**src/rtl/fp_result_packer.sv**
```systemverilog
// fp_result_packer
// Takes multiplier results in the internal format (SP-biased exponent,
// 23-bit mantissa, upstream flags), packs them into an IEEE single or half
// word, and buffers them in a small FIFO towards the consumer.
//
// Datapath: accept -> pack stage register -> FIFO (FIFO_DEPTH entries).
// in_ready counts the pack stage as occupied space, so an accepted result
// always finds a FIFO slot on the following edge and nothing is dropped.
//
// Build option: define FP_PACK_STICKY_FLAGS_EN to build the sticky flag
// accumulator (sticky_flags / flags_clr). Without it sticky_flags is tied
// to zero and flags_clr is ignored.

module fp_result_packer #(
    parameter int FIFO_DEPTH = 2
) (
    input  logic        clk,
    input  logic        rst,
    input  logic        in_valid,
    output logic        in_ready,
    input  logic        mode_fp,
    input  logic        round_mode,
    input  logic        in_sign,
    input  logic [7:0]  in_exp,
    input  logic [22:0] in_mant,
    input  logic        in_overflow,
    input  logic        in_underflow,
    input  logic        in_inexact,
    output logic        out_valid,
    input  logic        out_ready,
    output logic [31:0] out_data,
    output logic [2:0]  out_flags,
    input  logic        flags_clr,
    output logic [2:0]  sticky_flags
);

    localparam int AW = (FIFO_DEPTH > 1) ? $clog2(FIFO_DEPTH) : 1;
    localparam int CW = AW + 1;

    // half-precision bias difference: 127 - 15
    localparam logic [8:0] HP_BIAS_ADJ = 9'd112;

    logic        accept;
    logic        pop;

    // single-precision packing results
    logic [31:0] sp_data;
    logic [2:0]  sp_flags;

    // half-precision intermediate values
    logic [8:0]  hp_e_raw;
    logic [9:0]  hp_m;
    logic        hp_guard;
    logic        hp_sticky;
    logic        hp_round_up;
    logic [10:0] hp_m_inc;
    logic [8:0]  hp_e_fin;
    logic [9:0]  hp_m_fin;
    logic        hp_inexact;
    logic [31:0] hp_data;
    logic [2:0]  hp_flags;

    logic [31:0] pack_data_next;
    logic [2:0]  pack_flags_next;

    // pack stage
    logic        pack_valid;
    logic [31:0] pack_data;
    logic [2:0]  pack_flags;

    // output FIFO, entries hold {flags, data}
    logic [34:0]   fifo_mem [FIFO_DEPTH];
    logic [AW-1:0] wr_ptr;
    logic [AW-1:0] rd_ptr;
    logic [CW-1:0] fifo_count;
    logic [CW:0]   occupancy;
    logic [34:0]   head_entry;

    // Single precision: specials collapse to signed infinity or signed zero
    always_comb begin
        sp_data  = '0;
        sp_flags = {in_overflow, in_underflow, in_inexact};
        if (in_overflow || (in_exp == 8'hFF)) begin
            sp_data = {in_sign, 8'hFF, 23'h0};
        end else if (in_underflow || (in_exp == 8'h00)) begin
            sp_data = {in_sign, 31'h0};
        end else begin
            sp_data = {in_sign, in_exp, in_mant};
        end
    end

    // Half precision: rebias, round to 10 mantissa bits, handle carry-out
    always_comb begin
        hp_e_raw    = {1'b0, in_exp} - HP_BIAS_ADJ;
        hp_m        = in_mant[22:13];
        hp_guard    = in_mant[12];
        hp_sticky   = |in_mant[11:0];
        hp_round_up = ~round_mode & hp_guard & (hp_sticky | hp_m[0]);
        hp_m_inc    = {1'b0, hp_m} + 11'd1;
        hp_e_fin    = hp_e_raw;
        hp_m_fin    = hp_m;
        if (hp_round_up) begin
            if (hp_m_inc[10]) begin
                // mantissa wrapped to zero, bump the exponent instead
                hp_m_fin = '0;
                hp_e_fin = hp_e_raw + 9'd1;
            end else begin
                hp_m_fin = hp_m_inc[9:0];
            end
        end
        hp_inexact = in_inexact | (|in_mant[12:0]);
    end

    // Half precision: select special/normal encoding and flags
    always_comb begin
        hp_data  = '0;
        hp_flags = '0;
        if (in_overflow) begin
            hp_data  = {16'h0, in_sign, 5'h1F, 10'h0};
            hp_flags = 3'b101;
        end else if (in_underflow || (in_exp <= 8'd112)) begin
            // too small for a half normal: flush to signed zero
            hp_data  = {16'h0, in_sign, 15'h0};
            hp_flags = {1'b0, 1'b1, in_inexact | (|in_mant)};
        end else if (hp_e_fin >= 9'd31) begin
            hp_data  = {16'h0, in_sign, 5'h1F, 10'h0};
            hp_flags = 3'b101;
        end else begin
            hp_data  = {16'h0, in_sign, hp_e_fin[4:0], hp_m_fin};
            hp_flags = {1'b0, 1'b0, hp_inexact};
        end
    end

    // Format select for the word entering the pack stage
    always_comb begin
        pack_data_next  = hp_data;
        pack_flags_next = hp_flags;
        if (mode_fp) begin
            pack_data_next  = sp_data;
            pack_flags_next = sp_flags;
        end
    end

    // Handshakes and free-space accounting (pack stage counts as occupied)
    always_comb begin
        occupancy  = {1'b0, fifo_count} + {{CW{1'b0}}, pack_valid};
        in_ready   = occupancy < (CW + 1)'(FIFO_DEPTH);
        accept     = in_valid & in_ready;
        out_valid  = fifo_count != '0;
        pop        = out_valid & out_ready;
        head_entry = fifo_mem[rd_ptr];
        out_data   = out_valid ? head_entry[31:0] : 32'h0;
        out_flags  = out_valid ? head_entry[34:32] : 3'b000;
    end

    // Pack stage register
    always_ff @(posedge clk) begin
        if (rst) begin
            pack_valid <= 1'b0;
            pack_data  <= '0;
            pack_flags <= '0;
        end else begin
            pack_valid <= accept;
            if (accept) begin
                pack_data  <= pack_data_next;
                pack_flags <= pack_flags_next;
            end
        end
    end

    // FIFO storage; contents are don't-care until counted valid
    always_ff @(posedge clk) begin
        if (pack_valid) begin
            fifo_mem[wr_ptr] <= {pack_flags, pack_data};
        end
    end

    // FIFO pointers and count; power-of-two depth gives natural wrap
    always_ff @(posedge clk) begin
        if (rst) begin
            wr_ptr     <= '0;
            rd_ptr     <= '0;
            fifo_count <= '0;
        end else begin
            if (pack_valid) begin
                wr_ptr <= wr_ptr + AW'(1);
            end
            if (pop) begin
                rd_ptr <= rd_ptr + AW'(1);
            end
            if (pack_valid && !pop) begin
                fifo_count <= fifo_count + CW'(1);
            end else if (!pack_valid && pop) begin
                fifo_count <= fifo_count - CW'(1);
            end
        end
    end

`ifdef FP_PACK_STICKY_FLAGS_EN
    logic [2:0] sticky_q;

    // Sticky accumulator; a pop in the clear cycle still lands its flags
    always_ff @(posedge clk) begin
        if (rst) begin
            sticky_q <= '0;
        end else if (pop) begin
            sticky_q <= (flags_clr ? 3'b000 : sticky_q) | head_entry[34:32];
        end else if (flags_clr) begin
            sticky_q <= '0;
        end
    end

    assign sticky_flags = sticky_q;
`else
    logic unused_flags_clr;

    assign unused_flags_clr = flags_clr;
    assign sticky_flags     = 3'b000;
`endif

endmodule

```
**config.mk**
```make
export PLATFORM = sky130hd
export DESIGN_NAME = fp_result_packer
export DESIGN_NICKNAME = d
export VERILOG_FILES = /design/src/rtl/fp_result_packer.sv
export SDC_FILE = /design/constraint.sdc
export NUM_CORES = 1
export LEC_CHECK = 0
export ABC_AREA = 0
export BUFFER_PORTS_ARGS = -buffer_cell sky130_fd_sc_hd__buf_2
export CAP_MARGIN = 20
export CORE_MARGIN = 1.5
export CORE_UTILIZATION = 61
export DETAILED_ROUTE_END_ITERATION = 8
export MAX_ROUTING_LAYER = met4
export PLACE_DENSITY = 0.85
export SLEW_MARGIN = 20
export SYNTH_ARGS = -nofsm -noshare
export SYNTH_HDL_FRONTEND = slang
export SYNTH_SLANG_ARGS = --single-unit
```
**constraint.sdc**
```tcl
create_clock -name clk -period 4 [get_ports clk]
set_input_delay 0.6 -clock clk [delete_from_list [all_inputs] [get_ports clk]]
set_output_delay 0.6 -clock clk [all_outputs]
set_load 0.005 [all_outputs]
```
### Word level (Yosys, flattened, before mapping)

Memory sizes are Yosys's and may differ from the RTL's. A register that Yosys moved wholly into a read port is not among the register bits.
Index checks and enable logic that the tools add are counted.

* add/subtract/negate cells: 8
* multipliers: 0
* div/mod/pow operators: 0
* order comparisons: 3
* equal/unequal tests: 1
* shift-type cells: 0
* mux-type cells: 22
* bitwise gates (word level): 8
* reduce and logical (&&, ||, !) cells: 13

Operators with widths (number)
* 32-bit two-way mux: 2
* 31-bit two-way mux: 2
* 15-bit two-way mux: 3
* 23-bit OR reduction: 1
* 10-bit two-way mux: 2
* 9-bit two-way mux: 2
* 3-bit two-way mux: 5
* 13-bit OR reduction: 1
* 12-bit OR reduction: 1
* 10-bit by 1-bit adder with 11-bit output, second input constant: 1
* 9-bit by 1-bit adder with 9-bit output, second input constant: 1
* 9-bit by 5-bit >= comparator with 1-bit output, second input constant: 1
* 8-bit by 7-bit subtractor with 9-bit output, second input constant: 1
* 8-bit == test, second input constant: 1
* 8-bit by 7-bit <= comparator with 1-bit output, second input constant: 1
* 8-bit zero test: 1
* 1-bit AND: 4
* 1-bit two-way mux: 4
* 2-bit two-way mux: 2
* 2-bit nonzero test: 2
* 2-bit by 1-bit adder with 3-bit output: 1
* 1-bit logical OR: 3
* 3-bit by 2-bit < comparator with 1-bit output, second input constant: 1
* 1-bit bitwise OR: 3
* 6 further kinds: 9

* bits in registers: 40
* bits in latches: 0
* bits in writable memories: 70
* ROM bits: 0
* memories: 1

Memory list
* fifo_mem: depth 2, width 35, read ports 1, clocked after Yosys merged registers in 1, write ports 1, RTL line 72 `logic [34:0] fifo_mem [FIFO_DEPTH];`

### Logic depth before layout (Yosys ltp)

Gate-level depths: netlist (run 1).

* word-level depth: 9
* mapped depth: 10
* depth with buffers taken out: 9

### Least setup slack after synthesis (run 1)

No wires, ideal clock.

* path type: input to register
* from: input in_exp[4]
* to: register pack_data[1]
* arrival: 2.780 ns
* setup slack: 1.141 ns
* stages: 10
* buffers on the path: 1
* cells stage by stage: inv_1 -> ha_1 -> and4b_1 -> nor2_1 -> mux2_2 -> a221oi_2 -> nand4_1 -> buf_2 -> or4_1 -> a211oi_2

* word-level cells in the longest chain between the ends: 9
* elaborated cells on any way between the ends: 17
* those cells by class: 2 x add/sub; 2 x order compare; 1 x eq/ne; 8 x mux; 4 x reduce/logical

RTL lines
* from (decl): RTL line 24 `input logic [7:0] in_exp,`
* 8-bit by 7-bit subtractor with 9-bit output: RTL line 94 `hp_e_raw = {1'b0, in_exp} - HP_BIAS_ADJ;`
* 9-bit by 1-bit adder with 9-bit output: RTL line 106 `hp_e_fin = hp_e_raw + 9'd1;`
* 9-bit two-way mux: RTL line 103 `if (hp_m_inc[10]) begin`
* 9-bit two-way mux: RTL line 102 `if (hp_round_up) begin`
* 9-bit by 5-bit >= comparator with 1-bit output: RTL line 125 `end else if (hp_e_fin >= 9'd31) begin`
* 15-bit two-way mux: RTL line 125
* 15-bit two-way mux: RTL line 121 `end else if (in_underflow || (in_exp <= 8'd112)) begin`
* 15-bit two-way mux: RTL line 118 `if (in_overflow) begin`
* 32-bit two-way mux *: RTL line 138 `if (mode_fp) begin`
* to (signal assigned): RTL line 165 `pack_data <= pack_data_next;`
* to (decl): RTL line 68 `logic [31:0] pack_data;`

Every way passes the cells marked *; elsewhere a longest branch is shown, timed or not.
A chain may end at the register's enable or synchronous reset.

### Worst setup path after layout (run 1)

* from: input in_exp[4]
* to: register pack_data[9]

The elaborated chain is that of the path after synthesis.

==> qor.txt, run 1 <==
====================================================================================================
Outcome                                                                                 complete, no violations
CP Launch Type                                                                          primary input
Effective utilization at floorplan                                                             0.631
Total net switching power                                                                    1.04 mW
Slew Viols, Final                                                                                  0
Switching share of power                                                                       0.331
Worst hold margin                                                                           0.450 ns
Via count of the first global-routing pass                                                      3700
Number of buffers inserted during clock tree synthesis                                             9
Synth Register Bits                                                                              111
Worst ir drop on vdd                                                                        0.234 mV
Cell type with the highest aggregate area in the netlist                                sky130_fd_sc_hd__edfxtp_1
Fraction of power consumed by combinational cells                                              0.308
Leakage power                                                                                2.17 nW
Horizontal die dimension                                                                     95.4 um
Sequential Power Share                                                                         0.482
Area of the multi-input gates                                                           0.00212 mm^2
Hold buffers post-CTS                                                                              0
Fmax                                                                                       0.315 GHz
Area occupied by registers                                                              0.00292 mm^2
Insertion delay to the later sink of the worst-skew pair                                     0.36 ns
Die Footprint                                                                           0.00910 mm^2
Count of mapped cells out of synthesis                                                           464
Worst Hold Class                                                                        flop to flop
Most used routing layer in global routing                                                       met2
Detailed router's first-iteration violation count                                                344
Post-synthesis sequential area ratio                                                           0.561
Met3 track demand over resource                                                               0.0407
Fraction of registers with async set/reset                                                         0
Layout fillers                                                                                   635
Gpl congestion                                                                                 0.926
Number of inserted diodes                                                                          0
Via density per instance                                                                        6.10
Clock-pin slew reported for the worst setup and hold paths after clock tree synthesis        0.11 ns
Largest net degree at the start of global routing                                                 44
Kind of end point of the critical path                                                          flop
Total via count after detailed routing                                                          3910
Distinct cell type count of the synthesized netlist                                               59
Clock Tree Buf Depth                                                                               2
Post-Syn Area                                                                           0.00521 mm^2
Reported max-cap violation count                                                                   0
Ys flop type                                                                            sky130_fd_sc_hd__edfxtp_1
Remaining global-route overflow                                                                    0
Total power draw                                                                             3.15 mW
Final cycle utilization of the critical path                                                   0.794
Pwr Density                                                                              538 mW/mm^2
Count of synthesis-stage warnings from yosys                                                       0
Die boundary height                                                                          95.4 um
Fraction of post-synthesis cell area in the top cell type by area                              0.404
Final min period                                                                             3.17 ns
# clock sinks                                                                                    111
H-tree level count                                                                                 3
DRC errors left                                                                                    0
Hold Vio Cnt, Final                                                                                0
GRT Util Overall                                                                               0.274
WL final                                                                                    11700 um
Most frequently used cell type in the post-synthesis netlist                            sky130_fd_sc_hd__edfxtp_1
Ranking of synthesized cells by instance count                                          sky130_fd_sc_hd__edfxtp_1, sky130_fd_sc_hd__nor2_1, sky130_fd_sc_hd__dfxtp_1, sky130_fd_sc_hd__mux2i_1, sky130_fd_sc_hd__a21oi_1
Data required time of the worst path                                                         4.30 ns
Core Rows                                                                                         33
Worst clock skew                                                                           0.0155 ns
Largest fanout on the critical path                                                               11
Routing usage on met1                                                                          0.355
Pre-Repair DR Iteration Count                                                                      5
CTS Root Cell                                                                           sky130_fd_sc_hd__clkbuf_8
Antenna Nets Post-Route                                                                            0
Count of endpoints failing setup in the final report                                               0
Slew @ Worst Pin                                                                            0.838 ns
Number of port buffers                                                                            77
Area growth from synthesis to layout                                                           12.3%
Syn_area_per_cell                                                                          11.2 um^2
CTS tree                                                                                         yes
WS Path Type                                                                            primary input to flop
Arrival time of data at the critical path endpoint                                           3.47 ns
First-pass GRT wire length                                                                  18300 um
Relative slew slack                                                                            0.441
Detailed placer's ending HPWL                                                                8090 um
Internal power consumption                                                                   2.11 mW
Post-synth EDFFs                                                                                  70
Total core area                                                                         0.00826 mm^2
Unrepaired setup endpoints after global routing                                                   no
Antenna violations before repair                                                                   0
Cells after DPL                                                                                  624
Sum of negative setup slack                                                                     0 ns
Final nets                                                                                       580
Post-CTS repair timing setup buffer count                                                          0
Clock power frac                                                                               0.210
Count of placed standard cells in the final layout, fillers left out                             641
GR met2 Demand/Resource                                                                        0.452
Average wire per standard cell                                                               18.3 um
CTS-repair resized insts                                                                           0
Top cells by area in the synthesized netlist                                            sky130_fd_sc_hd__edfxtp_1, sky130_fd_sc_hd__dfxtp_1, sky130_fd_sc_hd__mux2i_1
Io pins                                                                                           82
Share of cells above drive strength 1                                                          0.226
====================================================================================================
final timing paths:
check / startpoint / end / slack (ns) / cells after the start
setup reg to reg: fifo_count[0] / pack_data[10] / 1.86 / 6
hold reg to reg: pack_data[5] / fifo_mem[0][5] / 0.45 / 0
hold / removal: pack_data[5] / fifo_mem[0][5] / 0.45 / 0
setup / recovery: in_exp[4] / pack_data[9] / 0.83 / 10
power by group through the flow:
stage	Clock [mW]	Combinational (mW)	Sequential, mW
after floorplan	0	0.650	1.48
after global placement	0	0.869	1.57
after detailed placement	0	0.901	1.59
after CTS	0.669	0.907	1.56
after global routing	0.709	1.07	1.53
final	0.661	0.970	1.52
flip-flops by register name, indices dropped and copies added (netlist names), named ones only:
| register | flops |
|---|---|
| rd_ptr | 1 |
| pack_data | 32 |
| fifo_mem | 70 |
| pack_valid | 1 |
| wr_ptr | 1 |
| fifo_count | 2 |
| pack_flags | 3 |
stage by stage:
stage	area (um^2)	setup WS, ns	util
after floorplan	5220	1.14	-
after global placement	5640	0.663	0.683
after detailed placement	5640	0.528	0.683
after CTS	5830	0.921	0.706
after global routing	5850	0.687	0.708
final	5850	0.825	0.708
worst max-delay path: stages:
cell and delay, ns:
sky130_fd_sc_hd__buf_2 0.17, sky130_fd_sc_hd__inv_1 0.13, sky130_fd_sc_hd__ha_1 0.41, sky130_fd_sc_hd__nand2_1 0.09
sky130_fd_sc_hd__mux2i_1 0.17, sky130_fd_sc_hd__mux2_2 0.36, sky130_fd_sc_hd__a221oi_2 0.19, sky130_fd_sc_hd__nand4_1 0.43
sky130_fd_sc_hd__or4_4 0.75, sky130_fd_sc_hd__a21oi_2 0.17
cells in the final DEF (no fill, tap or decap), drive strengths merged, types with 5 or more instances in the layout:
cell type / count
a211o: 5
nand3: 15
nor4: 5
inv: 10
nand4: 7
clkbuf: 12
xnor2: 8
nor2: 68
or3: 6
nand2: 29
a21oi: 38
a221oi: 5
xor2: 9
buf: 84
nor2b: 5
o21ai: 9
a22oi: 5
and2: 5
edfxtp: 70
ha: 7
dfxtp: 41
a211oi: 7
mux2i: 38
nor3: 6
cells by family after synthesis:
family / after synthesis / synth area share
adder cells (fa/ha/maj): 7 / 0.0168
other: 1 / 0.000720
flip-flops: 111 / 0.561
AO/OA/AOI/OAI: 87 / 0.122
buffers and inverters: 39 / 0.0339
XOR/XNOR: 17 / 0.0286
AND/OR/NAND/NOR: 162 / 0.159
multiplexers: 40 / 0.0774
layout make-up:
cell class | count | area share
clock buffer | 12 | 0.0231
clock inverter | 4 | 0.00941
multi-input combinational | 316 | 0.362
timing repair buffer | 84 | 0.0770
inverter | 9 | 0.00577
tap | 105 | 0.0225
sequential | 111 | 0.500
routing by layer:
| layer | part of all wire | vias up |
|---|---|---|
| met2 | 0.49 | 201 |
| met3 | 0.068 | 21 |
| li1 | - | 1833 |
| met5 | 0 | - |
| met4 | 0.016 | 0 |
| met1 | 0.42 | 1855 |
Power figures use the tool's default switching activity.
==> run 2, diff against run 1 <==
- CORE_UTILIZATION: 61 -> 57
- PLACE_DENSITY: 0.85 -> 0.8
- clock period: 4 -> 3.2 ns (I/O delays scaled with it)
==> qor.txt, run 2 (synthesized netlist as in run 1, its figures left out) <==
====================================================================================================
Slowest cell delay on critical path                                                          0.62 ns   was 0.75 ns
Slew @ Worst Pin                                                                            0.844 ns   was 0.838 ns
Worst ir drop on vdd                                                                        0.261 mV   was 0.234 mV
Final cycle utilization of the critical path                                                   0.833
Count of placed standard cells in the final layout, fillers left out                             648   was 641
Final min period                                                                             2.67 ns
Clock Tree Buf Depth                                                                               2   unchanged
Effective utilization at floorplan                                                             0.591   was 0.631
Biggest register                                                                            fifo_mem   unchanged
Number of port buffers                                                                            77   unchanged
Antenna violations before repair                                                                   0   unchanged
Fmax                                                                                       0.375 GHz
Pwr Density                                                                              675 mW/mm^2   was 538 mW/mm^2
Clock-pin slew reported for the worst setup and hold paths after clock tree synthesis        0.11 ns   about the same
Worst clock skew                                                                           0.0154 ns   was 0.0155 ns
Count of endpoints failing setup in the final report                                               0   unchanged
Pre-Repair DR Iteration Count                                                                      7   was 5
Worst Hold Class                                                                        primary input to flop   was flop to flop
Post-CTS repair timing setup buffer count                                                          0   unchanged
Unrepaired setup endpoints after global routing                                                   no   unchanged
Insertion delay to the later sink of the worst-skew pair                                     0.38 ns   was 0.36 ns
Setup WS pre-CTS                                                                            0.177 ns   was 0.528 ns
Slew Viols, Final                                                                                  0   unchanged
Remaining global-route overflow                                                                    0   unchanged
Relative slew slack                                                                            0.437   was 0.441
Cells after DPL                                                                                  632   was 624
Leakage power                                                                                2.20 nW   was 2.17 nW
WS Path Type                                                                            primary input to flop   unchanged
Horizontal die dimension                                                                     98.6 um   was 95.4 um
Detailed placer's ending HPWL                                                                8260 um   was 8090 um
Area growth from synthesis to layout                                                           13.1%   was 12.3%
Total core area                                                                         0.00881 mm^2   was 0.00826 mm^2
Number of buffers inserted during clock tree synthesis                                             9   unchanged
Via count of the first global-routing pass                                                      3781   was 3700
Start point of the critical path                                                           in_exp[5]   was in_exp[4]
Die Footprint                                                                           0.00972 mm^2   was 0.00910 mm^2
Die boundary height                                                                          98.6 um   was 95.4 um
Antenna Nets Post-Route                                                                            0   unchanged
Max stage delay cell, worst path                                                        sky130_fd_sc_hd__or4_1   was sky130_fd_sc_hd__or4_4
CTS-repair resized insts                                                                           0   unchanged
Hold buffers post-CTS                                                                              0   unchanged
Commonest non-fill, non-tap cell in the layout                                          sky130_fd_sc_hd__buf_2   unchanged
Total power draw                                                                             3.98 mW   was 3.15 mW
Share of cells above drive strength 1                                                          0.235   was 0.226
H-tree level count                                                                                 3   unchanged
Sum of negative setup slack                                                                     0 ns   unchanged
Final nets                                                                                       584   was 580
Total via count after detailed routing                                                          3908   was 3910
CP cell instances                                                                       buf_2 > inv_1 > ha_1 > and4b_1 > nor2_1 > mux2_2 > a221oi_2 > nand4_1 > or4_1 > a211oi_2   was buf_2 > inv_1 > ha_1 > nand2_1 > mux2i_1 > mux2_2 > a221oi_2 > nand4_1 > or4_4 > a21oi_2
Critical register-to-register path startpoint                                           fifo_count[0]   unchanged
Capturing point of the worst reg2reg path                                               pack_data[11]   was pack_data[10]
Gpl congestion                                                                                 0.897   was 0.926
CTS tree                                                                                         yes   unchanged
End point of the critical path                                                          pack_data[1]   was pack_data[9]
Hold Vio Cnt, Final                                                                                0   unchanged
WL final                                                                                    11800 um   was 11700 um
Leading cell types in the layout, fill and taps excluded                                sky130_fd_sc_hd__buf_2, sky130_fd_sc_hd__edfxtp_1, sky130_fd_sc_hd__nor2_1   unchanged
Reported max-cap violation count                                                                   0   unchanged
Detailed router's first-iteration violation count                                                316   was 344
First-pass GRT wire length                                                                  18800 um   was 18300 um
Largest net degree at the start of global routing                                                 44   unchanged
Core Rows                                                                                         34   was 33
Io pins                                                                                           82   unchanged
Register-to-Register Path Depth                                                                    6   unchanged
Largest registers                                                                       fifo_mem (70), pack_data (32), pack_flags (3)   unchanged
Outcome                                                                                 complete, no violations   unchanged
Via density per instance                                                                        6.03   was 6.10
Kind of end point of the critical path                                                          flop   unchanged
CP Launch Type                                                                          primary input   unchanged
GRT Util Overall                                                                               0.257   was 0.274
# clock sinks                                                                                    111   unchanged
Arrival time of data at the critical path endpoint                                           2.98 ns   was 3.47 ns
Data required time of the worst path                                                         3.51 ns   was 4.30 ns
Average wire per standard cell                                                               18.2 um   was 18.3 um
Largest fanout on the critical path                                                                7   was 11
Number of flip-flops under the largest register name                                              70   unchanged
CTS Root Cell                                                                           sky130_fd_sc_hd__clkbuf_8   unchanged
Layout fillers                                                                                   680   was 635
Number of inserted diodes                                                                          0   unchanged
Worst R2R Setup Slack                                                                        1.03 ns   was 1.86 ns
Setup slack after layout                                                                    0.533 ns   was 0.825 ns
DRC errors left                                                                                    0   unchanged
====================================================================================================
run 2: changes by cell type in the layout (fill, tap and decap cells not counted):
cell                         delta
sky130_fd_sc_hd__buf_4          +5
sky130_fd_sc_hd__buf_12         -1
sky130_fd_sc_hd__clkinvlp_4     -1
sky130_fd_sc_hd__clkbuf_8       +2
sky130_fd_sc_hd__clkbuf_1       -2
sky130_fd_sc_hd__clkinv_2       +1
run 2: final cells by class:
class | instances | area (um^2) | share of cell area
sequential | 111 | 2920 | 0.496
tap | 108 | 135 | 0.0229
timing repair buffer | 88 | 468 | 0.0795
clock inverter | 4 | 52.6 | 0.00892
clock buffer | 12 | 155 | 0.0263
multi-input combinational | 316 | 2120 | 0.360
inverter | 9 | 33.8 | 0.00574
run 2: report_power, final:
group / switching [mW] / internal, mW
logic: 0.691 / 0.501
registers: 0.144 / 1.76
clock network: 0.476 / 0.409
total: 1.31 / 2.67
run 2: worst max-delay path, delay by kind of cell:
family	cells	cell delay, ns
simple gates	4	1.22
compound gates	2	0.40
fa+ha+maj	1	0.35
buf+inv	2	0.26
mux	1	0.26
run 2: metrics by stage:
step,hold WS [ns],area [um^2],utilization
floorplan,0.425,5220,-
global placement,0.430,5680,0.645
detailed placement,0.438,5680,0.645
CTS,0.405,5890,0.669
global route,0.402,5890,0.669
finish,0.415,5890,0.669
run 2: how the worst min path moves through the flow:
stage / cells after the start / slack, ns / end / start
finish: 3 / 0.41 / pack_data[31] / in_sign
global route: 3 / 0.40 / pack_data[31] / in_sign
CTS: 3 / 0.40 / pack_data[31] / in_sign
detailed placement: 0 / 0.44 / fifo_mem[1][12] / pack_data[12]
global placement: 0 / 0.43 / fifo_mem[0][5] / pack_data[5]
floorplan: 0 / 0.43 / fifo_mem[0][16] / pack_data[16]
run 2: metal layers:
metal / wire length, um / share of wire / vias up / GRT usage
li1: - / - / 1834 / -
met1: 5090 / 0.43 / 1877 / 0.333
met2: 5720 / 0.49 / 172 / 0.414
met3: 699 / 0.059 / 25 / 0.0426
met4: 263 / 0.022 / 0 / 0.0923
met5: 0 / 0 / - / -
